## config.mk

```make
export PLATFORM = sky130hd
export DESIGN_NAME = pack_number
export DESIGN_NICKNAME = d
export VERILOG_FILES = /design/src/rtl/pack_number.sv
export SDC_FILE = /design/constraint.sdc
export NUM_CORES = 1
export LEC_CHECK = 0
export ABC_AREA = 1
export ABC_CLOCK_PERIOD_IN_PS = 4740
export CELL_PAD_IN_SITES_DETAIL_PLACEMENT = 0
export CELL_PAD_IN_SITES_GLOBAL_PLACEMENT = 2
export CORE_ASPECT_RATIO = 0.75
export CORE_MARGIN = 3
export CORE_UTILIZATION = 30
export DETAILED_ROUTE_END_ITERATION = 10
export PLACE_DENSITY_LB_ADDON = 0.1
export SYNTH_ARGS = -nofsm -noshare
export SYNTH_HDL_FRONTEND = slang
export SYNTH_SLANG_ARGS = --single-unit
```

## constraint.sdc

```tcl
create_clock -name clk -period 4.74 [get_ports clk]
set_input_delay 1.422 -clock clk [delete_from_list [all_inputs] [get_ports clk]]
set_output_delay 1.422 -clock clk [all_outputs]
set_load 0.05 [all_outputs]
```

## src/rtl/pack_number.sv

```systemverilog
// Packs sign, signed biased exponent and an unnormalized extended mantissa into an
// IEEE-754 single: one-bit-per-cycle normalization, round-to-nearest-even, saturate/flush.
`timescale 1ns/1ps
module pack_number #(
    parameter int EXP_W  = 10,
    parameter int MANT_W = 28
) (
    input  logic              clk,
    input  logic              rst_n,
    input  logic              in_valid,
    output logic              in_ready,
    input  logic              sign_in,
    input  logic [EXP_W-1:0]  exp_in,
    input  logic [MANT_W-1:0] mantis_in,
    output logic              out_valid,
    input  logic              out_ready,
    output logic [31:0]       number,
    output logic              overflow,
    output logic              underflow,
    output logic              inexact
);

    typedef enum logic [1:0] {IDLE, NORM, ROUND, DONE} state_t;

    localparam logic signed [EXP_W-1:0] EXP_INF  = EXP_W'(255);
    localparam logic signed [EXP_W-1:0] EXP_ZERO = '0;
    localparam logic signed [EXP_W-1:0] EXP_ONE  = EXP_W'(1);

    state_t                   state_q, state_d;
    logic                     sign_q, sign_d;
    logic signed [EXP_W-1:0]  exp_q, exp_d;
    logic [MANT_W-1:0]        mant_q, mant_d;
    logic [31:0]              number_q, number_d;
    logic                     ovf_q, ovf_d;
    logic                     unf_q, unf_d;
    logic                     inx_q, inx_d;

    // Rounding datapath, only consumed in ROUND.
    logic                     guard, rs, lsb, inc;
    logic [24:0]              rounded;
    logic signed [EXP_W-1:0]  exp_r;
    logic [22:0]              frac_r;

    always_ff @(posedge clk or negedge rst_n) begin
        if (!rst_n) begin
            state_q  <= IDLE;
            sign_q   <= 1'b0;
            exp_q    <= '0;
            mant_q   <= '0;
            number_q <= '0;
            ovf_q    <= 1'b0;
            unf_q    <= 1'b0;
            inx_q    <= 1'b0;
        end else begin
            state_q  <= state_d;
            sign_q   <= sign_d;
            exp_q    <= exp_d;
            mant_q   <= mant_d;
            number_q <= number_d;
            ovf_q    <= ovf_d;
            unf_q    <= unf_d;
            inx_q    <= inx_d;
        end
    end

    always_comb begin
        guard   = mant_q[MANT_W-26];
        rs      = |mant_q[MANT_W-27:0];
        lsb     = mant_q[MANT_W-25];
        inc     = guard & (rs | lsb);
        rounded = {1'b0, mant_q[MANT_W-2:MANT_W-25]} + 25'(inc);
        exp_r   = rounded[24] ? exp_q + EXP_ONE : exp_q;
        frac_r  = rounded[24] ? rounded[23:1] : rounded[22:0];
    end

    always_comb begin
        state_d  = state_q;
        sign_d   = sign_q;
        exp_d    = exp_q;
        mant_d   = mant_q;
        number_d = number_q;
        ovf_d    = ovf_q;
        unf_d    = unf_q;
        inx_d    = inx_q;
        unique case (state_q)
            IDLE: begin
                if (in_valid) begin
                    sign_d  = sign_in;
                    exp_d   = exp_in;
                    mant_d  = mantis_in;
                    state_d = NORM;
                end
            end
            NORM: begin
                if (mant_q == '0) begin
                    number_d = {sign_q, 31'b0};
                    ovf_d    = 1'b0;
                    unf_d    = 1'b0;
                    inx_d    = 1'b0;
                    state_d  = DONE;
                end else if (mant_q[MANT_W-1]) begin
                    // Shifted-out bit folds into sticky so rounding still sees it.
                    mant_d  = {1'b0, mant_q[MANT_W-1:2], mant_q[1] | mant_q[0]};
                    exp_d   = exp_q + EXP_ONE;
                    state_d = ROUND;
                end else if (mant_q[MANT_W-2]) begin
                    state_d = ROUND;
                end else begin
                    mant_d = mant_q << 1;
                    exp_d  = exp_q - EXP_ONE;
                end
            end
            ROUND: begin
                if (exp_r >= EXP_INF) begin
                    number_d = {sign_q, 8'hFF, 23'b0};
                    ovf_d    = 1'b1;
                    unf_d    = 1'b0;
                    inx_d    = 1'b1;
                end else if (exp_r <= EXP_ZERO) begin
                    number_d = {sign_q, 31'b0};
                    ovf_d    = 1'b0;
                    unf_d    = 1'b1;
                    inx_d    = 1'b1;
                end else begin
                    number_d = {sign_q, exp_r[7:0], frac_r};
                    ovf_d    = 1'b0;
                    unf_d    = 1'b0;
                    inx_d    = guard | rs;
                end
                state_d = DONE;
            end
            DONE: begin
                if (out_ready) state_d = IDLE;
            end
            default: state_d = IDLE;
        endcase
    end

    assign in_ready  = (state_q == IDLE);
    assign out_valid = (state_q == DONE);
    assign number    = number_q;
    assign overflow  = ovf_q;
    assign underflow = unf_q;
    assign inexact   = inx_q;

endmodule

```

==> flow_summary.toml <==
[run_status]
outcome = "complete, no violations"

[placed_design]
dp_hpwl_um = 13100
dp.cells = 1045
dpl_worst_slack_ps = 1140
place_congestion = 0.897
placed_area_um2 = 6220
port-buffer-count = 79

[drt]
firstDrtPassIters = 5
first_iter_violations = 434
drcViolationCount = 0
vias_per_cell = 5.00
postRouteAntennaNets = 0
top_layer_used = "met4"
wirelength_um = 17500
via_count = 5308
routedWlPerCell_um = 16.5
wl_met2_um = 6870
wl_met3_um = 871
m1WireLength_um = 9540

[synthesis]
yosysTopAreaCellShare = 0.359
yosysSeqAreaShare = 0.359
syn_inst = 761
synth.distinct_cells = 40
synth-async-reset-ratio = 1.00
synth_edf_count = 0
synth.most_common_cell = "nand2_1"
synth_top_area_cell = "dfrtp_1"
ys_top_cells_by_count = "nand2_1, dfrtp_1, inv_1"
syn_nets = 811
yosys_warnings = 0
synthFlopType = "dfrtp_1"
synthTopCellsByArea = "dfrtp_1, nand2_1, o21ai_0, nand3_1, inv_1"
avgSynthCellArea_um2 = 6.95
ys_ff_latch = 76
syn_area_um2 = 5290

[timing]
max_freq_ghz = 0.286
tns_ps = 0
min_period_over_period = 0.737
slew_violations = 0
worstMarginPinSlew_ps = 1250
final_hold_viol_count = 0
setup_viol = 0
skew_ps = 9.14
worst_slack_ps = 1250
finalHoldWorstSlack_ps = 477
rsz0062_at_grt = "false"
max_slew_margin = 0.164
fin_crit_ps = 3490

[worst_setup_path]
start_kind = "flip-flop"
critPathRequiredTime_ps = 4940
critPathMaxFanout = 63
critPathKind = "flip-flop to flip-flop"
endpoint_kind = "flip-flop"
arrival_ps = 3700

[cells_and_area]
areaGrowthSynthToFinish_pct = 23.8
layout-drive-gt1-share = 0.0630
instances_no_fill = 1061
antenna_cells = 0
final_util = 0.385
nets = 870
final_area_um2 = 6550

[global_route]
grt_use_total = 0.187
antenna_found_initial = 0
grt_pass1_vias = 5037
grt_overflow_total = 0
grt_max_degree = 77
grt_pass1_wl_um = 28300

[clocking]
cts_made_buffers = 9
clk_pin_slew_ps = 70
ctsResizeCount = 0
clock_latency_ps = 350
max-clock-path-buffers = 2
cts_setup_buffers = 0
clockRootBuffer = "clkbuf_16"
clock_sinks = 76
htreeDepth = 3
cts_hold_buf = 0
cts_tree = "built"

[floorplanning]
rows = 41
die_h_um = 121
dieArea_um2 = 19300
io_pins = 80
start_util = 0.311
core_um2 = 17000
fp.dieW_um = 159

[power_and_ir_drop]
leakage_nw = 3.02
worst_ir_drop_vdd_uv = 442
power_mw = 4.78
p_per_area_nw_per_um2 = 730

[min_path]
hold_path_class = "flip-flop to flip-flop"

[run]
timing.max_cap.violations = 0
## power breakdown
group / leakage, nW / total [mW] / switching, mW / internal (mW)
logic: 1.90 / 2.75 / 1.92 / 0.827
clock network: 0.157 / 0.789 / 0.307 / 0.481
registers: 0.965 / 1.25 / 0.293 / 0.953
total: 3.02 / 4.78 / 2.52 / 2.26
## routing by layer
metal,up-vias,GRT usage
met3,14,0.0321
met1,2496,0.296
li1,2655,-
met2,143,0.259
met4,0,0.0448
met5,-,0
## layout make-up
type | instances | area (um2)
multi-input cells | 578 | 2930
fillers | 1846 | 10500
clock buffers | 10 | 239
well taps | 236 | 295
clock inverters | 6 | 95.1
flip-flops and latches | 76 | 1900
repair buffers | 80 | 796
inverters | 75 | 298
## critical path, stage by stage (launching register included)
cell,delay (ps)
dfrtp_1,420
inv_1,110
ha_1,410
inv_2,400
nor2_1,550
inv_1,220
o211ai_2,420
inv_2,460
o211ai_1,240
o21ai_1,90
## flip-flops by register name, summed over array words and instances (netlist names)
signal	count
number	32
mant_q	28
exp_q	10
state_q	2
inexact	1
overflow	1
sign_q	1
underflow	1
## cells in the final DEF, fill, tap and decap left out, types with 2 or more instances in the layout
master,synthesis,layout
nand2_2,3,3
a31oi_1,2,2
inv_1,64,64
bufinv_16,0,2
xor2_1,14,14
dfrtp_1,76,76
o22ai_1,2,2
clkbuf_16,0,9
ha_1,7,7
o21ai_0,60,60
inv_2,5,5
clkinvlp_4,0,2
o21ai_1,6,6
o211ai_1,4,4
nand3_2,6,6
a21oi_1,14,13
clkdlybuf4s50_1,0,78
o221ai_1,25,25
nand4_1,29,29
buf_4,0,2
nor2_1,51,51
nand2_1,259,259
nor3_1,18,18
a221oi_1,2,2
nor2_2,5,5
clkinv_1,4,4
nand3_1,53,53
nand2_4,5,5
a22oi_1,2,2
## final timing paths
kind	startpoint	to	slack, ps	depth (start not counted)
setup / recovery	state_q[1]$_DFFE_PN0P_	exp_q[0]$_DFFE_PN0P_	1250	9
hold / removal	number[3]$_DFFE_PN0P_	number[3]$_DFFE_PN0P_	480	2
setup reg to reg	state_q[1]$_DFFE_PN0P_	exp_q[0]$_DFFE_PN0P_	1250	9
hold reg to reg	number[3]$_DFFE_PN0P_	number[3]$_DFFE_PN0P_	480	2
max in group asynchronous	rst_n	exp_q[9]$_DFFE_PN0P_	2840	1
min in group asynchronous	rst_n	number[30]$_DFFE_PN0P_	1220	1
## logic make-up (layout without fill, tap and decap cells)
logic type               count (synthesis)  in the layout  share of synthesized area
AND/OR/NAND/NOR                        436            436                      0.370
AO/OA/AOI/OAI                          121            121                      0.142
buffers and inverters                  107            171                     0.0884
flip-flops                              76             76                      0.359
XOR/XNOR                                14             14                     0.0232
adder cells (fa/ha/maj)                  7              7                     0.0166
Note: power is estimated with default switching activity, not from simulation.
